`config.mk`:
```
export PLATFORM = sky130hd
export DESIGN_NAME = if_id_fetch_stage
export DESIGN_NICKNAME = d
export VERILOG_FILES = /design/src/rtl/if_id_fetch_stage.sv
export SDC_FILE = /design/constraint.sdc
export NUM_CORES = 1
export LEC_CHECK = 0
export BUFFER_PORTS_ARGS = -buffer_cell sky130_fd_sc_hd__buf_2
export CAP_MARGIN = 40
export CORE_ASPECT_RATIO = 1.25
export CORE_MARGIN = 4
export CORE_UTILIZATION = 50
export DETAILED_ROUTE_END_ITERATION = 10
export PLACE_DENSITY = 0.75
export REMOVE_ABC_BUFFERS = 1
export SKIP_CTS_REPAIR_TIMING = 1
export SYNTH_ARGS = -nofsm -noshare
export SYNTH_HDL_FRONTEND = slang
export SYNTH_SLANG_ARGS = --single-unit
```
`constraint.sdc`:
```
create_clock -name clk -period 3.5 [get_ports clk]
set_input_delay 1.05 -clock clk [delete_from_list [all_inputs] [get_ports clk]]
set_output_delay 1.05 -clock clk [all_outputs]
set_load 0.1 [all_outputs]
```
`src/rtl/if_id_fetch_stage.sv`:
```
`timescale 1ns/1ps
// MIPS instruction-fetch stage and IF/ID pipeline register, single outstanding imem read.
// Optional macro IF_BUBBLE_CNT_EN adds a saturating bubble_count output.
module if_id_fetch_stage #(
  parameter logic [31:0] RESET_PC = 32'h0000_0000
) (
  input  logic        clk,
  input  logic        rst_n,
  output logic        imem_req,
  output logic [31:0] imem_addr,
  input  logic        imem_rvalid,
  input  logic [31:0] imem_rdata,
  input  logic        redirect_valid,
  input  logic [31:0] redirect_pc,
  input  logic        id_ready,
  output logic        id_valid,
  output logic [31:0] id_instr,
  output logic [5:0]  id_opcode,
  output logic [31:0] id_pc_plus4
`ifdef IF_BUBBLE_CNT_EN
  ,
  output logic [31:0] bubble_count
`endif
);

  typedef enum logic [1:0] {ISSUE, WAIT, FULL, DISCARD} state_t;

  localparam logic [31:0] RESET_PC_ALIGNED = RESET_PC & 32'hFFFF_FFFC;

  state_t      r_state, w_state_next;
  logic [31:0] r_pc, w_pc_next;
  logic [31:0] r_buf, w_buf_next;
  logic [31:0] r_instr, w_instr_next;
  logic [31:0] r_pc_plus4, w_pc_plus4_next;
  logic        r_valid, w_valid_next;
  logic [31:0] w_pc_inc;
  logic [31:0] w_redirect_aligned;
  logic        w_slot_free;

  assign w_pc_inc           = r_pc + 32'd4;
  assign w_redirect_aligned = redirect_pc & 32'hFFFF_FFFC;
  assign w_slot_free        = !r_valid || id_ready;

  always_comb begin
    w_state_next    = r_state;
    w_pc_next       = r_pc;
    w_buf_next      = r_buf;
    w_instr_next    = r_instr;
    w_pc_plus4_next = r_pc_plus4;
    w_valid_next    = r_valid;

    // Consumed slot drains to a NOP unless a load below refills it.
    if (r_valid && id_ready) begin
      w_valid_next = 1'b0;
      w_instr_next = 32'd0;
    end

    unique case (r_state)
      ISSUE: w_state_next = WAIT;
      WAIT: begin
        if (imem_rvalid) begin
          w_pc_next = w_pc_inc;
          if (w_slot_free) begin
            w_instr_next    = imem_rdata;
            w_pc_plus4_next = w_pc_inc;
            w_valid_next    = 1'b1;
            w_state_next    = ISSUE;
          end else begin
            w_buf_next   = imem_rdata;
            w_state_next = FULL;
          end
        end
      end
      FULL: begin
        // pc already advanced past the parked word, so it is that word's pc+4.
        if (w_slot_free) begin
          w_instr_next    = r_buf;
          w_pc_plus4_next = r_pc;
          w_valid_next    = 1'b1;
          w_buf_next      = 32'd0;
          w_state_next    = ISSUE;
        end
      end
      DISCARD: begin
        if (imem_rvalid) w_state_next = ISSUE;
      end
    endcase

    if (redirect_valid) begin
      w_pc_next       = w_redirect_aligned;
      w_valid_next    = 1'b0;
      w_instr_next    = 32'd0;
      w_pc_plus4_next = 32'd0;
      w_buf_next      = 32'd0;
      if (r_state == ISSUE ||
          ((r_state == WAIT || r_state == DISCARD) && !imem_rvalid))
        w_state_next = DISCARD;
      else
        w_state_next = ISSUE;
    end
  end

  always_ff @(posedge clk or negedge rst_n) begin
    if (!rst_n) begin
      r_state    <= ISSUE;
      r_pc       <= RESET_PC_ALIGNED;
      r_buf      <= 32'd0;
      r_instr    <= 32'd0;
      r_pc_plus4 <= 32'd0;
      r_valid    <= 1'b0;
    end else begin
      r_state    <= w_state_next;
      r_pc       <= w_pc_next;
      r_buf      <= w_buf_next;
      r_instr    <= w_instr_next;
      r_pc_plus4 <= w_pc_plus4_next;
      r_valid    <= w_valid_next;
    end
  end

  // Request is masked while reset is held so none escapes before release.
  assign imem_req    = rst_n && (r_state == ISSUE);
  assign imem_addr   = r_pc;
  assign id_valid    = r_valid;
  assign id_instr    = r_instr;
  assign id_opcode   = r_instr[31:26];
  assign id_pc_plus4 = r_pc_plus4;

`ifdef IF_BUBBLE_CNT_EN
  logic [31:0] r_bubble;

  always_ff @(posedge clk or negedge rst_n) begin
    if (!rst_n)
      r_bubble <= 32'd0;
    else if (redirect_valid)
      r_bubble <= 32'd0;
    else if (!r_valid && r_bubble != 32'hFFFF_FFFF)
      r_bubble <= r_bubble + 32'd1;
  end

  assign bubble_count = r_bubble;
`endif

endmodule

```
; Word level (Yosys, flattened, before mapping)
; Cells that the tools add are included.
[word_totals]
register_bits = 131
output_inout_bits = 104
elab_cells = 62
input_bits = 69
[op_classes]
reduce_logical = 16
n_eq_ne = 8
mux = 31
addsub = 1
[ops]
columns = operator, n
row1 = two-way mux 32 bit, 16
row2 = case mux 32 bit (2 select lines), 3
row3 = "adder 32 x 3 -> 32 bit, second input constant", 1
row4 = "!= test 3 bit, second input constant", 5
row5 = two-way mux 2 bit, 6
row6 = case mux 2 bit (4 select lines), 1
row7 = AND reduction 4 bit, 2
row8 = "== test 2 bit, second input constant", 2
row9 = two-way mux 1 bit, 4
row10 = nonzero test 2 bit, 2
row11 = logical AND 1 bit, 3
row12 = logical OR 1 bit, 3
row13 = AND reduction 3 bit, 1
row14 = nonzero test 3 bit, 1
row15 = "== test 2 x 1 -> 1 bit, second input constant", 1
row16 = zero test 1 bit, 2
row17 = zero test 2 bit, 1
row18 = case mux 1 bit (2 select lines), 1
row19 = AND reduction 2 bit, 1

; Logic depth before layout (Yosys ltp)
; Gate-level depths: netlist of run 1.
[depth]
ltp_word = 6
mapped_depth = 9
mapped_depth_nobuf = 6

; Least setup slack after synthesis of run 1
; No wires, ideal clock.
[synth_timing]
path_kind = register -> register
startpoint = reg r_pc[2], in the netlist imem_addr[2]
endpoint = reg r_pc_plus4[28], in the netlist id_pc_plus4[28]
arrival_ns = 2.775
path_slack_ns = 0.653
setup_ns = 0.072
required_ns = 3.428
period_less_slack_ns = 2.847
path_stages_with_launch = 7
n_path_buf = 1
path_cell_list = dfrtp_1 -> ha_1 -> nand3_1 -> clkbuf_1 -> or4_1 -> or4_1 -> nand3_1
[synth_between]
elab_chain_len = 5
[synth_lines]
columns = element, line_no
row1 = start: declaration, 31  ; logic [31:0] r_pc, w_pc_next;
row2 = start signal: assignment, 113  ; r_pc <= w_pc_next;
row3 = adder 32 x 3 -> 32 bit, 40  ; assign w_pc_inc = r_pc + 32'd4;
row4 = two-way mux 32 bit, 63  ; if (w_slot_free) begin
row5 = two-way mux 32 bit, 61  ; if (imem_rvalid) begin
row6 = case mux 32 bit (2 select lines), 58  ; unique case (r_state)
row7 = two-way mux 32 bit, 89  ; if (redirect_valid) begin
row8 = end signal: assignment, 116  ; r_pc_plus4 <= w_pc_plus4_next;
row9 = end: declaration, 34  ; logic [31:0] r_pc_plus4, w_pc_plus4_next;
; No other way between the ends. The select of a mux whose other input is x is not followed.
; A chain may end at the register's enable or synchronous reset.

; Worst setup path after layout of run 1
[layout_timing]
startpoint = reg r_state[1]
endpoint = reg r_pc[24], in the netlist imem_addr[24]
[layout_between]
elab_chain_len = 3
[layout_lines]
columns = element, line_no
row1 = start: declaration, 30  ; state_t r_state, w_state_next;
row2 = start signal: assignment, 112  ; r_state <= w_state_next;
row3 = == test 2 x 1 -> 1 bit, 58
row4 = nonzero test 2 bit (no line), --
row5 = AND reduction 2 bit (no line), --
; No other way between the ends.

==> results.txt, run 1 <==
status -> finished clean
Fmax -> 0.349 GHz
met1 usage -> 32.5%
Setup crit start -> r_state[1]$_DFFE_PN0P_
Setup TNS -> 0 ps
Initial DRT Pass Iterations -> 5
layout cell share with drive strength beyond 1 -> 25.4%
CP Max Fanout -> 16
Root Buffer -> clkbuf_16
Via density -> 5.79
Top Ports -> 173
fraction of the yosys area taken by sequential cells -> 41.6%
largest net degree at the start of global routing -> 65
Final period util -> 81.9%
CP arrival -> 3160 ps
share of flip-flops with an asynchronous set or reset -> 100%
Yosys cell types -> 51
wire per inst -> 17.6 µm
M2 GR Usage -> 39.9%
Post-Syn Area -> 7700 µm²
Post-route DRC -> 0
initial antenna violation count -> 0
HP Class -> in -> async
crit path time final -> 2870 ps
vias in the first global route -> 6,942
Final Max Tran Viols -> 0
CTS tree -> yes
CTS buffer count -> 17
final hold vios -> 0
drt first-iter violations -> 611
Core Area -> 15,100 µm²
grt met3 use -> 7.05%
Die Span X -> 119 µm
leading cell types in the layout, fill and taps excluded -> buf_2, nand2_1, dfrtp_1
H-tree levels -> 4
Reg2Reg Setup Slack -> 630 ps
Die H -> 147 µm
Worst R2R Path Depth -> 6
peak supply drop -> 0.000845 V
grt ovf -> 0
leading cell type in the layout, fill and taps excluded -> buf_2
Post-synth EDFFs -> 0
Avg Inst Size Synth -> 8.44 µm²
# rows -> 50
kind of critical path -> reg -> reg
Clock Latency Late Sink -> 420 ps
fill count -> 1,362
worst-case clock buffer depth -> 2
Final Skew -> 5.39 ps
RSZ-0062 raised after global routing -> false
worst r2r src -> r_state[1]$_DFFE_PN0P_
cell area power density -> 984 nW/µm²
max-cap violation count -> 0
Design Power -> 0.00905 W
Worst slew margin -> 47.4%
Die Area -> 17,500 µm²
total track usage -> 25.2%
HPWL after DPL -> 14,300 µm
placed cell area -> 8600 µm²
Crit. End Element -> register
Final ANT Viol Nets -> 0
gate count of the mapped netlist -> 913
gr busiest metal -> met2
Layout area overhead -> 19.4%
worst r2r dst -> imem_addr[24]$_DFFE_PN0N_
first-pass GRT wire length -> 36,000 µm
endpoints failing setup -> 0
clock tree sinks -> 128
Worst Setup EP -> imem_addr[24]$_DFFE_PN0N_
port bufs -> 168
WHS -> 452 ps
Worst Tran Pin Value -> 789 ps
Ys Warns -> 0
Synth Register Bits -> 128
critical path startpoint category -> register
Req. time, crit path -> 3790 ps
starting density of the core -> 51.1%
Final Instance Area -> 9200 µm²
vias -> 7,204
Lkg Pwr -> 4.10 nW
WL final -> 21,900 µm
Worst-path clk slew -> 50 ps
Final nets -> 1,099
Placer Congestion -> 0.843
top_reg_cell synth -> dfrtp_1
[metal layers]
layer	up-vias	routed length (µm)	share of wire, %
li1	3503	-	-
met1	3385	9140	42
met2	278	10500	48
met3	38	1720	7.9
met4	0	482	2.2
met5	-	0	0
[synth_stat cells (all sizes together), types with 2 or more instances]
cell type | count | area share [%]
or2 | 3 | 0.24
nand3 | 24 | 1.6
o211ai | 11 | 1.1
inv | 39 | 1.9
and3 | 36 | 2.9
and2 | 4 | 0.32
nand4 | 15 | 1.5
a21oi | 34 | 2.2
nor4 | 5 | 0.41
a311oi | 32 | 3.6
xor2 | 8 | 0.91
a22o | 2 | 0.23
a221oi | 2 | 0.23
dfrtp | 128 | 42
ha | 7 | 1.1
nand2 | 152 | 7.4
a221o | 2 | 0.26
or4 | 25 | 2.5
nor3 | 10 | 0.65
buf | 22 | 1.8
clkbuf | 74 | 3.6
nand4b | 3 | 0.34
o21ai | 104 | 6.8
nor2 | 28 | 1.4
or3 | 18 | 1.5
mux2 | 33 | 4.8
o311ai | 2 | 0.23
and4 | 3 | 0.36
o31ai | 5 | 0.49
a211oi | 32 | 3.1
a31oi | 16 | 1.3
mux2i | 3 | 0.39
nor2b | 2 | 0.16
nand2b | 3 | 0.24
or4b | 2 | 0.26
xnor2 | 18 | 2.0
[state kept, by name (all words and copies together) (netlist names)]
register	count
r_buf	32
id_pc_plus4	31
r_state	2
id_instr	32
id_valid	1
imem_addr	30
[where the power goes]
part / switching (W) / internal (W)
Clock: 0.000628 / 0.00115
Combinational: 0.00401 / 0.000953
Sequential: 0.000412 / 0.00190
Total: 0.00505 / 0.00400
[layout make-up]
class                      count  area (µm²)  area share, %
clock inverter                 5        75.1          0.816
tap                          208         260           2.83
clock buffer                  26         519           5.65
antenna                        1        2.50         0.0272
sequential                   128        3200           34.8
multi-input combinational    651        3980           43.3
inverter                      39         146           1.59
timing repair buffer         186        1010           11.0
[through the flow]
| stage | setup WS, ps | cells | util [%] |
|---|---|---|---|
| detailed placement | 600 | 1212 | 57.0 |
| floorplan | -3200 | 818 | - |
| CTS | 661 | 1243 | 61.0 |
| finish | 632 | 1244 | 61.0 |
| global route | 431 | 1243 | 61.0 |
| global placement | 632 | 1212 | 57.0 |
[critical path, stage by stage (launching register included)]
cell and delay [ps]:
dfrtp_1 440, inv_1 150, ha_1 560, nand2_1 390, nor4_1 700, nor2_1 100
or3_1 400
[cells by family after synthesis]
kind of cell,Yosys count,synth area share (%)
and+or+nand+nor,336,22.1
AOI/OAI and AO/OA,244,19.7
buffers and inverters,135,7.27
DFF,128,41.6
muxes,36,5.21
xor gates and xnor gates,26,2.96
adders and majority gates,7,1.14
other,1,0.0487
[how the worst min path moves through the flow]
stage,slack [ps],end
2_1_floorplan,440,r_buf[0]$_DFFE_PN0P_
3_3_place_gp,460,id_pc_plus4[2]$_DFFE_PN0P_
3_5_place_dp,460,id_pc_plus4[3]$_DFFE_PN0P_
4_1_cts,440,id_pc_plus4[1]$_DFFE_PN0P_
5_1_grt,450,id_pc_plus4[1]$_DFFE_PN0P_
6_report,450,id_pc_plus4[1]$_DFFE_PN0P_
No activity file was read; power rests on OpenSTA's default activity.
==> inputs of run 2 (changes only) <==
--- a/config.mk
+++ b/config.mk
@@ -11,7 +11,7 @@
 export CORE_MARGIN = 4
 export CORE_UTILIZATION = 50
 export DETAILED_ROUTE_END_ITERATION = 10
-export PLACE_DENSITY = 0.75
+export PLACE_DENSITY = 0.78
 export REMOVE_ABC_BUFFERS = 1
 export SKIP_CTS_REPAIR_TIMING = 1
 export SYNTH_ARGS = -nofsm -noshare
==> constraint.sdc (replaced) <==
create_clock -name clk -period 2.53 [get_ports clk]
set_input_delay 0.759 -clock clk [delete_from_list [all_inputs] [get_ports clk]]
set_output_delay 0.759 -clock clk [all_outputs]
set_load 0.1 [all_outputs]
==> run 2 against run 1 <==
Compared with the run above:
- final area rose by 2.2%
- die area stayed put
- critical endpoint is now imem_req
- critical path depth down 2
- cell count is 1.4% higher
- clock skew rose by 1.6 ps
- first-iteration DRC count decreased by 13%
- global-route usage up 0.40 points
- count of clock-buffer cells in the layout shrank 1
==> results.txt, run 2 (synthesis gave the netlist of run 1 again) <==
layout cell share with drive strength beyond 1 -> 26.8% (was 25.4%)
Initial DRT Pass Iterations -> 5 (unchanged)
CTS tree -> yes (unchanged)
Die H -> 147 µm (unchanged)
Root Buffer -> clkbuf_16 (unchanged)
wire per inst -> 17.7 µm (was 17.6 µm)
Worst slew margin -> 49.7% (was 47.4%)
first-pass GRT wire length -> 36,700 µm (was 36,000 µm)
kind of critical path -> reg -> out (was reg -> reg)
Final ANT Viol Nets -> 0 (unchanged)
Top Ports -> 173 (unchanged)
CP Max Fanout -> 6 (was 16)
H-tree levels -> 4 (unchanged)
peak supply drop -> 0.00121 V (was 0.000845 V)
WHS -> 399 ps (was 452 ps)
grt ovf -> 0 (unchanged)
largest stage delay on the critical path -> 450 ps (was 700 ps)
Final Non-Filler Cells -> 1,262 (was 1,244)
Die Area -> 17,500 µm² (unchanged)
final hold vios -> 0 (unchanged)
Via density -> 5.92 (was 5.79)
endpoints failing setup -> 0 (unchanged)
Placer Congestion -> 0.867 (was 0.843)
crit path cell chain -> inv_1 > ha_2 > and2_1 > buf_12 (was inv_1 > ha_1 > nand2_1 > nor4_1 > nor2_1 > or3_1)
drt first-iter violations -> 532 (was 611)
Clock Latency Late Sink -> 420 ps (about the same)
status -> finished clean (unchanged)
CP bufs+invs -> 2 (was 1)
WL final -> 22,400 µm (was 21,900 µm)
Final nets -> 1,118 (was 1,099)
Slowest cell on crit path -> dfrtp_1 (was nor4_1)
Core Area -> 15,100 µm² (unchanged)
Crit. End Element -> primary output (was register)
worst-case clock buffer depth -> 2 (unchanged)
CTS buffer count -> 17 (unchanged)
Lkg Pwr -> 4.21 nW (was 4.10 nW)
Cells after DPL -> 1,231 (was 1,212)
HP Class -> in -> async (unchanged)
Final Skew -> 6.97 ps (was 5.39 ps)
RSZ-0062 raised after global routing -> false (unchanged)
vias in the first global route -> 7,207 (was 6,942)
Reg2Reg Setup Slack -> 200 ps (was 630 ps)
Final Max Tran Viols -> 0 (unchanged)
# rows -> 50 (unchanged)
CP arrival -> 1570 ps (was 3160 ps)
Design Power -> 0.0126 W (was 0.00905 W)
clock tree sinks -> 128 (unchanged)
cell area power density -> 1350 nW/µm² (was 984 nW/µm²)
Layout area overhead -> 22.0% (was 19.4%)
Worst Tran Pin Value -> 754 ps (was 789 ps)
critical path startpoint category -> register (unchanged)
leading cell types in the layout, fill and taps excluded -> buf_2, nand2_1, dfrtp_1 (unchanged)
Die Span X -> 119 µm (unchanged)
CP top delay family -> flip-flops (was simple AND/OR/NAND/NOR gates)
Post-route DRC -> 0 (unchanged)
Worst-path clk slew -> 50 ps (about the same)
port bufs -> 168 (unchanged)
Final period util -> 92.1%
vias -> 7,470 (was 7,204)
total track usage -> 25.6% (was 25.2%)
starting density of the core -> 51.1% (unchanged)
antenna cell count -> 0 (was 1)
largest net degree at the start of global routing -> 129 (was 65)
leading cell type in the layout, fill and taps excluded -> buf_2 (unchanged)
worst setup margin -> 199 ps (was 632 ps)
HPWL after DPL -> 14,500 µm (was 14,300 µm)
Finished Core Util -> 62.3% (was 61.0%)
initial antenna violation count -> 1 (was 0)
crit path time final -> 2330 ps
Fmax -> 0.429 GHz
Req. time, crit path -> 1770 ps (was 3790 ps)
Post-Place Worst Slack -> 200 ps (was 600 ps)
max-cap violation count -> 0 (unchanged)
## run 2: worst reg2reg max path, delay by kind of cell, from the launching register on
family,cells,cell delay [ps]
fa+ha+maj,1,310
compound gates,1,170
simple gates,1,610
flops,1,440
buf+inv,3,720
## run 2: per-stage QoR
stage,setup TNS [ps],cell area (µm²)
5_1_grt,0,9400
6_report,0,9400
4_1_cts,0,9390
3_3_place_gp,0,8820
2_1_floorplan,-238350,7290
3_5_place_dp,0,8820
## run 2: power by group
| group | internal (W) | leakage, nW | switching [W] |
|---|---|---|---|
| Clock | 0.00154 | 0.287 | 0.000883 |
| Combinational | 0.00144 | 2.28 | 0.00562 |
| Sequential | 0.00262 | 1.65 | 0.000539 |
## run 2: final timing paths
kind	start	to	cells past startpoint
setup / recovery	r_state[0]$_DFFE_PN0P_	imem_req	4
hold / removal	rst_n	imem_addr[13]$_DFFE_PN0N_	2
setup reg to reg	r_state[1]$_DFFE_PN0P_	r_state[1]$_DFFE_PN0P_	6
hold reg to reg	id_pc_plus4[2]$_DFFE_PN0P_	id_pc_plus4[2]$_DFFE_PN0P_	2
max in group asynchronous	rst_n	id_pc_plus4[15]$_DFFE_PN0P_	2
min in group clk	id_pc_plus4[2]$_DFFE_PN0P_	id_pc_plus4[2]$_DFFE_PN0P_	2
## run 2: area by class of cell
cell class	instances	area, µm²
clock buffers	25	495
clock inverters	6	80.1
fillers	1335	5680
inverters	39	146
multi-input cells	651	3980
flip-flops and latches	128	3200
well taps	208	260
repair buffers	205	1230
## run 2: routing by layer
metal | track usage, % | routed length (µm)
met1 | 32.0 | 9110
met2 | 42.9 | 11000
met3 | 6.93 | 1840
met4 | 8.70 | 432
met5 | 0 | 7
